==> config.mk <==
export PLATFORM = sky130hd
export DESIGN_NAME = bus_arbit_rr_flat
export DESIGN_NICKNAME = d
export VERILOG_FILES = /design/src/rtl/bus_arbit_rr_if.sv /design/src/rtl/bus_arbit_rr.sv /design/src/flat_wrapper.sv
export SDC_FILE = /design/constraint.sdc
export NUM_CORES = 1
export LEC_CHECK = 0
export ABC_CLOCK_PERIOD_IN_PS = 2500
export BUFFER_PORTS_ARGS = -buffer_cell sky130_fd_sc_hd__buf_2
export CAP_MARGIN = 15
export CORE_UTILIZATION = 30
export DETAILED_ROUTE_END_ITERATION = 12
export HOLD_SLACK_MARGIN = 0.03
export PLACE_DENSITY_LB_ADDON = 0.3
export RECOVER_POWER = 100
export SLEW_MARGIN = 20
export SYNTH_ARGS = -nofsm -noshare
export SYNTH_HDL_FRONTEND = slang
export SYNTH_SLANG_ARGS = --single-unit
==> constraint.sdc <==
create_clock -name clk -period 2.5 [get_ports clk]
set_clock_uncertainty 0.1 [all_clocks]
set_input_delay 0 -clock clk [delete_from_list [all_inputs] [get_ports clk]]
set_output_delay 0 -clock clk [all_outputs]
set_load 0.01 [all_outputs]
==> src/rtl/bus_arbit_rr_if.sv <==
// Request/grant bundle between bus masters and the round-robin arbiter.
//   m_req   : per-master request, level, held while the bus is wanted
//   m_lock  : per-master lock, suppresses preemption of the current owner
//   m_grant : one-hot (or zero) registered grant
//   m_owner : index of the granted master, last owner while idle
//   m_busy  : any grant active
// Modports: master = requesting side, slave = arbiter side.
interface bus_arbit_rr_if #(
  parameter int unsigned N_MASTER = 4,
  parameter int unsigned OWN_W    = 2
) ();
  logic [N_MASTER-1:0] m_req;
  logic [N_MASTER-1:0] m_lock;
  logic [N_MASTER-1:0] m_grant;
  logic [OWN_W-1:0]    m_owner;
  logic                m_busy;

  modport master (
    output m_req,
    output m_lock,
    input  m_grant,
    input  m_owner,
    input  m_busy
  );

  modport slave (
    input  m_req,
    input  m_lock,
    output m_grant,
    output m_owner,
    output m_busy
  );
endinterface

==> src/rtl/bus_arbit_rr.sv <==
// Round-robin bus arbiter with a hold limit that forces rotation and a
// per-master lock that blocks that rotation.
//   clk     : rising-edge clock
//   reset_n : asynchronous active-low reset
//   bus     : bus_arbit_rr_if.slave (m_req, m_lock in; m_grant, m_owner, m_busy out)
// All outputs come straight from flops; grant latency is one cycle.
module bus_arbit_rr #(
  parameter int unsigned N_MASTER = 4,
  parameter int unsigned MAX_HOLD = 16,
  parameter int unsigned OWN_W    = 2
) (
  input logic           clk,
  input logic           reset_n,
  bus_arbit_rr_if.slave bus
);

  localparam int unsigned HOLD_W   = (MAX_HOLD > 1) ? $clog2(MAX_HOLD) : 1;
  localparam int unsigned HOLD_SAT = (MAX_HOLD > 0) ? MAX_HOLD - 1 : 0;

  typedef enum logic {IDLE, GRANT} state_t;

  state_t              state_q, state_d;
  logic [N_MASTER-1:0] grant_q, grant_d;
  logic [OWN_W-1:0]    owner_q, owner_d;
  logic [OWN_W-1:0]    last_q, last_d;
  logic [HOLD_W-1:0]   hold_q, hold_d;
  logic                busy_q, busy_d;

  logic [2*N_MASTER-1:0] req_dbl;
  logic [2*N_MASTER-1:0] req_rot_full;
  logic [N_MASTER-1:0]   req_rot;
  logic [N_MASTER-1:0]   own_mask;
  logic                  own_req, own_lock, others;
  logic                  win_found;
  logic [OWN_W-1:0]      win_idx;
  logic                  take;
  int                    win_sum;

  // Rotate requests so bit 0 is master (last+1); doubled vector handles the wrap.
  always_comb begin
    req_dbl      = {bus.m_req, bus.m_req};
    req_rot_full = (req_dbl >> last_q) >> 1;
    req_rot      = req_rot_full[N_MASTER-1:0];
  end

  // First requester after the pointer, converted back to a master index.
  always_comb begin
    win_found = 1'b0;
    win_idx   = '0;
    win_sum   = 0;
    for (int i = 0; i < int'(N_MASTER); i++) begin
      if (!win_found && req_rot[i]) begin
        win_found = 1'b1;
        win_sum   = int'(last_q) + 1 + i;
        if (win_sum >= int'(N_MASTER)) win_sum = win_sum - int'(N_MASTER);
        win_idx   = OWN_W'(win_sum);
      end
    end
  end

  // Owner-relative views of request and lock.
  always_comb begin
    own_mask = N_MASTER'(1) << owner_q;
    own_req  = |(bus.m_req & own_mask);
    own_lock = |(bus.m_lock & own_mask);
    others   = |(bus.m_req & ~own_mask);
  end

  // Next-state and next-output logic.
  always_comb begin
    state_d = state_q;
    grant_d = grant_q;
    owner_d = owner_q;
    last_d  = last_q;
    hold_d  = hold_q;
    take    = 1'b0;
    case (state_q)
      IDLE: begin
        if (|bus.m_req) take = 1'b1;
      end
      GRANT: begin
        if (!own_req) begin
          if (others) begin
            take = 1'b1;
          end else begin
            state_d = IDLE;
            grant_d = '0;
          end
        end else if ((MAX_HOLD != 0) && (hold_q == HOLD_W'(HOLD_SAT)) &&
                     others && !own_lock) begin
          take = 1'b1;
        end else if (hold_q != HOLD_W'(HOLD_SAT)) begin
          hold_d = hold_q + HOLD_W'(1);
        end
      end
      default: begin
        state_d = IDLE;
        grant_d = '0;
      end
    endcase
    // Any new grant (first, handover or preemption) re-arms pointer and counter.
    if (take && win_found) begin
      state_d = GRANT;
      grant_d = N_MASTER'(1) << win_idx;
      owner_d = win_idx;
      last_d  = win_idx;
      hold_d  = '0;
    end
    busy_d = |grant_d;
  end

  // State and output registers.
  always_ff @(posedge clk or negedge reset_n) begin
    if (!reset_n) begin
      state_q <= IDLE;
      grant_q <= '0;
      owner_q <= '0;
      last_q  <= OWN_W'(N_MASTER - 1);
      hold_q  <= '0;
      busy_q  <= 1'b0;
    end else begin
      state_q <= state_d;
      grant_q <= grant_d;
      owner_q <= owner_d;
      last_q  <= last_d;
      hold_q  <= hold_d;
      busy_q  <= busy_d;
    end
  end

  assign bus.m_grant = grant_q;
  assign bus.m_owner = owner_q;
  assign bus.m_busy  = busy_q;

endmodule

==> src/flat_wrapper.sv <==
// flat-port wrapper written by rule: the top's interface ports become plain ports
module bus_arbit_rr_flat 
#(
  parameter int unsigned N_MASTER = 4,
  parameter int unsigned MAX_HOLD = 16,
  parameter int unsigned OWN_W    = 2
)
  (clk, reset_n, bus_m_req, bus_m_lock, bus_m_grant, bus_m_owner, bus_m_busy);
  bus_arbit_rr_if #(.N_MASTER(N_MASTER), .OWN_W(OWN_W)) bus_i ();
  input logic clk;
  input logic reset_n;
  input wire logic [$bits(bus_i.m_req)-1:0] bus_m_req;
  input wire logic [$bits(bus_i.m_lock)-1:0] bus_m_lock;
  output wire logic [$bits(bus_i.m_grant)-1:0] bus_m_grant;
  output wire logic [$bits(bus_i.m_owner)-1:0] bus_m_owner;
  output wire logic [$bits(bus_i.m_busy)-1:0] bus_m_busy;
  assign bus_i.m_req = bus_m_req;
  assign bus_i.m_lock = bus_m_lock;
  assign bus_m_grant = bus_i.m_grant;
  assign bus_m_owner = bus_i.m_owner;
  assign bus_m_busy = bus_i.m_busy;
  bus_arbit_rr #(.N_MASTER(N_MASTER), .MAX_HOLD(MAX_HOLD), .OWN_W(OWN_W)) u_core (.clk(clk), .reset_n(reset_n), .bus(bus_i));
endmodule
Word-level counts from Yosys, hierarchy flattened. Cells that the tools add are included.

Bits in registers: 14. Output and inout bits: 7. Bits of input ports: 10.

Add/sub/neg operators: 9. Shifts and indexed selects: 3. Muxes and demuxes: 29. Equality and inequality tests: 3. Reductions and logical operators: 19. Bitwise operators: 5. Magnitude comparators: 4.

Operator list (number): 32-bit by 4-bit greater-or-equal comparator with 1-bit output, second input constant (3); 4-bit two-way mux (9); 4-bit OR reduction (5); 2-bit two-way mux (8); 4-bit bitwise AND (3); 1-bit two-way mux (11); 3-bit by 2-bit adder with 4-bit output, second input constant (2); 1-bit by 2-bit left shift with 4-bit output, first input constant (2); 8-bit by 2-bit right shift with 5-bit output (1); 2-bit by 1-bit subtractor with 2-bit output, second input constant (4); 1-bit logical AND (6); 2-bit nonzero test (3); 3-bit by 1-bit adder with 4-bit output, second input constant (1); 4-bit by 1-bit adder with 4-bit output, second input constant (1); 4-bit == test, second input constant (1); 1-bit zero test (4); 4-bit != test, second input constant (1); 4-bit NOT (1); 4-bit AND reduction (1); 2-bit by 1-bit adder with 3-bit output, second input constant (1); 3-bit greater-or-equal comparator, second input constant (1); 2-bit != test, second input constant (1); 1-bit one-hot mux with 2 select lines (1); 1-bit NOT (1).

Logic depth before layout (Yosys ltp).
Depth after elaboration: 14. Mapped depth: 8.

Worst setup path after synthesis. OpenSTA, ideal clock, no wires.

Path kind: reg2reg. Start: register u_core.owner_q[0], in the netlist u_core.bus.m_owner[0]. End: register u_core.last_q[0]. Slack: 0.547 ns. Required time: 2.318 ns. Stages on the path, launching flop included: 6. Library setup time: 0.082 ns. Period minus slack after synthesis: 1.953 ns. Arrival: 1.771 ns. Path buffers: 1. Cells stage by stage: dfrtp_1 -> mux4_2 -> o221ai_2 -> o211ai_2 -> buf_6 -> mux2_4.

Longest elaborated chain between the ends: 10. Elaborated cells between the ends (all ways): 16.

Ends and longest elaborated chain: start, declared (RTL line bus_arbit_rr.sv:24) `logic [OWN_W-1:0] owner_q, owner_d;`; start signal, assigned (RTL line bus_arbit_rr.sv:124) `owner_q <= owner_d;`; 1-bit by 2-bit left shift with 4-bit output (*) (RTL line bus_arbit_rr.sv:63) `own_mask = N_MASTER'(1) << owner_q;`; 4-bit NOT (RTL line bus_arbit_rr.sv:66) `others = |(bus.m_req & ~own_mask);`; 4-bit bitwise AND (RTL line bus_arbit_rr.sv:66); 4-bit OR reduction (RTL line bus_arbit_rr.sv:66); 1-bit logical AND (RTL line bus_arbit_rr.sv:89) `end else if ((MAX_HOLD != 0) && (hold_q == HOLD_W'(HOLD_SAT)) &&`; 1-bit logical AND (RTL line bus_arbit_rr.sv:90) `others && !own_lock) begin`; 1-bit two-way mux (RTL line bus_arbit_rr.sv:89); 1-bit two-way mux (*) (RTL line bus_arbit_rr.sv:82) `if (!own_req) begin`; 1-bit one-hot mux with 2 select lines (*) (RTL line bus_arbit_rr.sv:77) `case (state_q)`; 1-bit logical AND (*) (RTL line bus_arbit_rr.sv:102) `if (take && win_found) begin`; end signal, assigned (RTL line bus_arbit_rr.sv:118) `last_q <= OWN_W'(N_MASTER - 1);`; end signal, assigned (RTL line bus_arbit_rr.sv:125) `last_q <= last_d;`; end, declared (RTL line bus_arbit_rr.sv:25) `logic [OWN_W-1:0] last_q, last_d;`.

Every way passes the cells marked *; elsewhere a longest branch is shown, timed or not. A chain may end at the register's enable or synchronous reset.

Final worst setup path.
Start: input bus_m_req[2]. End: register u_core.owner_q[0], in the netlist u_core.bus.m_owner[0].

Longest elaborated chain between the ends: 12. Elaborated cells between the ends (all ways): 28.

Ends and longest elaborated chain: start, declared (RTL line flat_wrapper.sv:12) `input wire logic [$bits(bus_i.m_req)-1:0] bus_m_req;`; 8-bit by 2-bit right shift with 5-bit output (RTL line bus_arbit_rr.sv:42) `req_rot_full = (req_dbl >> last_q) >> 1;`; 1-bit two-way mux (RTL line bus_arbit_rr.sv:52) `if (!win_found && req_rot[i]) begin`; 1-bit zero test (RTL line bus_arbit_rr.sv:52); 1-bit logical AND (RTL line bus_arbit_rr.sv:52); 1-bit two-way mux (RTL line bus_arbit_rr.sv:52); 1-bit zero test (RTL line bus_arbit_rr.sv:52); 1-bit logical AND (RTL line bus_arbit_rr.sv:52); 1-bit two-way mux (RTL line bus_arbit_rr.sv:52); 1-bit zero test (RTL line bus_arbit_rr.sv:52); 1-bit logical AND (RTL line bus_arbit_rr.sv:52); 1-bit two-way mux (RTL line bus_arbit_rr.sv:52); 1-bit logical AND (RTL line bus_arbit_rr.sv:102).

Several ways; a longest one is shown, not always the timed one.

==> results.toml <==
[outcome]
status = "finished, final reports clean"

[setup_path]
crit_required_ns = 2.57
start_kind = "primary input"
critPathMaxFanout = 12
crit_arrival_ns = 2.45
worst-setup-path-type = "in -> reg"
critPathCaptureType = "register"

[drt]
drtAntennaViolNets = 0
drt_iter0_drc = 6
post_drt_wl_per_cell_um = 12.7
drc = 0
drt_wl_total_um = 1680
first_pass_iters = 3
via_count = 661
vias_per_cell = 5.01

[sta]
fin_crit_sh = 0.952
grt_setup_unrepaired = "false"
slew_violations = 0
period_minus_slack_ns = 2.38
setup_ws_ns = 0.121
hold_viol_final = 0
max-slew-margin-rel = 0.501
setup_tns_ns = 0
tightest_slew_ns = 0.749
setup_viol = 0
max_freq_mhz = 420

[clock_tree]
htreeDepth = 1
path_clk_slew_ns = 0.08
cts_buffers = 3
root_buffer = "clkbuf_4"
tritoncts = "done"
clk_latency_ns = 0.28
clockBufferDepth = 2
cts_sinks = 14

[logic_synthesis]
netlist_top_cells_area = "dfrtp_1 37%, dfstp_2 6.5%, mux2i_1 6.2%"
yosys.area_share.adder = 0.0154
async_reset_ff_frac = 1.00
synth_nets = 86
ys_types = 33
yosysWarningCount = 0
synth-xor-area-share = 0.0324
yosys.area.top_type_share = 0.370
synth-edff-count = 0
synth-seq-cells = 14
synth_area_per_cell_um2 = 10.8
synth.area.mux_share = 0.177
syn_inst = 75
synth-simple-area-share = 0.193
synth_top_family_by_area = "simple AND/OR/NAND/NOR gates"
synth_compound_area_frac = 0.125
synth.cell_area_um2 = 812
synthFlopType = "dfrtp_1"
synth_area_leader_cell = "dfrtp_1"
yosysSeqAreaShare = 0.435

[final_layout]
fin_util = 0.399
finalInstanceArea_um2 = 1010
nNetsFinal = 114
syn2layout_area_growth_pct = 24.0
drive_above_1_share = 0.255
num-fill-cells = 275
diodes = 0
final_cell_count_no_fill = 132

[global_routing]
grt_antenna_before_repair = 0
gr-total-overflow = 0
grt_pass1_vias = 616
grt_pass1_wl_um = 2790
track_usage = 0.135
grt_max_degree = 15

[pwr]
seqPwrFrac = 0.380
p_int_uw = 672
switching_power_uw = 406
irDropWorstVdd_v = 0.000542
powerDensity_nw_per_um2 = 1070
power_frac_comb = 0.495
leakage_nw = 0.445
switching_share = 0.376
p_clk_frac = 0.125

[place]
placed_cells_incl_taps = 120
gp_congestion = 0.696
pre_cts_slack_ns = 0.348
port-buffer-count = 16
post-dp-hpwl_um = 1190
dpl_cell_area_um2 = 918

[flow_run]
drv_cap = 0

[die]
pin_count = 17
coreArea_um2 = 2520
die_area_um2 = 2920
initial_utilization = 0.322
row_count = 18
die_w_um = 54.0
fp.dieH_um = 54.0

[worst_hold_path]
hold_path_class = "in -> async"
[sequential cells by signal, summed over array words and instances (netlist names)]
name / cells
u_core.last_q: 2
u_core.hold_q: 4
u_core.bus.m_grant: 4
u_core.state_q: 1
u_core.bus.m_owner: 2
u_core.bus.m_busy: 1
[path summary, 6_finish.rpt]
check                                                  start  depth (start not counted)                                end  slack, ns
setup / recovery                                bus_m_req[2]                          9  u_core.bus.m_owner[0]$_DFFE_PN0P_       0.12
hold / removal                                       reset_n                          2           u_core.state_q$_DFF_PN0_       0.19
setup reg to reg           u_core.bus.m_owner[0]$_DFFE_PN0P_                          5  u_core.bus.m_owner[0]$_DFFE_PN0P_       0.47
hold reg to reg              u_core.bus.m_grant[0]$_DFF_PN0_                          2        u_core.bus.m_busy$_DFF_PN0_       0.43
max in group asynchronous                            reset_n                          2    u_core.bus.m_grant[1]$_DFF_PN0_       1.64
min in group clk                                bus_m_req[3]                          5    u_core.bus.m_grant[3]$_DFF_PN0_       0.21
[metrics by stage]
step	hold WS, ns	total power, mW
6_report	0.189	1.08
5_1_grt	0.282	1.16
4_1_cts	0.0472	1.04
3_5_place_dp	-0.182	0.899
3_3_place_gp	-0.187	0.886
2_1_floorplan	-0.396	0.783
[critical path: stages]
cell	delay (ns)
dlygate4sd3_1	0.54
buf_2	0.16
nor3_2	0.26
dlygate4sd3_1	0.59
inv_1	0.05
mux2i_1	0.13
o21ai_1	0.12
o211ai_4	0.21
mux2_2	0.38
[cell type report]
| class | instances | area [µm²] | share of cell area |
|---|---|---|---|
| well taps | 30 | 37.5 | 0.0373 |
| clock buffers | 4 | 26.3 | 0.0261 |
| multi-input cells | 58 | 445 | 0.442 |
| repair buffers | 24 | 138 | 0.137 |
| inverters | 2 | 7.51 | 0.00745 |
| flip-flops and latches | 14 | 353 | 0.350 |
[Yosys cell counts, drive strengths merged (2+ instances only)]
library cell / instances
dfstp: 2
and2: 3
mux4: 2
mux2: 4
xnor2: 3
nand3: 3
nand2b: 5
dfrtp: 12
inv: 2
mux2i: 5
o21ai: 3
nand2: 12
[layout by cell type, fill, tap and decap left out]
| cell | n |
|---|---|
| mux2_2 | 3 |
| o21ai_0 | 2 |
| ha_1 | 1 |
| dlygate4sd3_1 | 3 |
| o22ai_1 | 1 |
| nor3_2 | 1 |
| a31oi_1 | 1 |
| a2111oi_0 | 1 |
| nor3b_1 | 1 |
| or2_1 | 1 |
| nand4_1 | 1 |
| a21boi_1 | 1 |
| inv_1 | 2 |
| o211ai_4 | 1 |
| xnor2_1 | 3 |
| nand3_1 | 3 |
| mux2i_1 | 5 |
| o221ai_2 | 1 |
| clkbuf_4 | 6 |
| clkbuf_1 | 9 |
| o41ai_1 | 1 |
| a21oi_1 | 1 |
| dfstp_2 | 2 |
| and2_1 | 3 |
| nand2_1 | 12 |
| and3_1 | 1 |
| nand2b_1 | 5 |
| a211oi_1 | 1 |
| mux4_2 | 2 |
| mux2_1 | 1 |
| buf_2 | 8 |
| buf_4 | 2 |
| nor2_1 | 1 |
| a211o_1 | 1 |
| nor2b_1 | 1 |
| o21ai_1 | 1 |
| dfrtp_1 | 12 |
[timing repair]
action	4_1_cts	5_1_grt
endpoints found under the hold margin	15	0
setup endpoints to repair	0	3
resized for setup	0	1
buffers inserted	0	5
hold buffers	3	0
[layer usage]
layer	part of all wire	track usage	vias up
li1	-	-	327
met1	0.46	0.169	325
met5	0	0	-
met3	0.030	0.0424	2
met2	0.50	0.233	7
met4	0.0071	0.0128	0
[power by group through the flow]
stage	logic (mW)	clock network (mW)	registers [mW]
after CTS	0.488	0.139	0.410
after detailed placement	0.485	0	0.414
final	0.534	0.134	0.410
after floorplan	0.367	0	0.416
after global placement	0.479	0	0.407
after global routing	0.588	0.151	0.423
[cells by family after synthesis]
family	count (synthesis)
adder cells (fa/ha/maj)	1
multiplexers	11
AND/OR/NAND/NOR	30
AO/OA/AOI/OAI	13
flip-flops	14
XOR/XNOR	3
buffers and inverters	3
(Power assumes the default switching activity.)
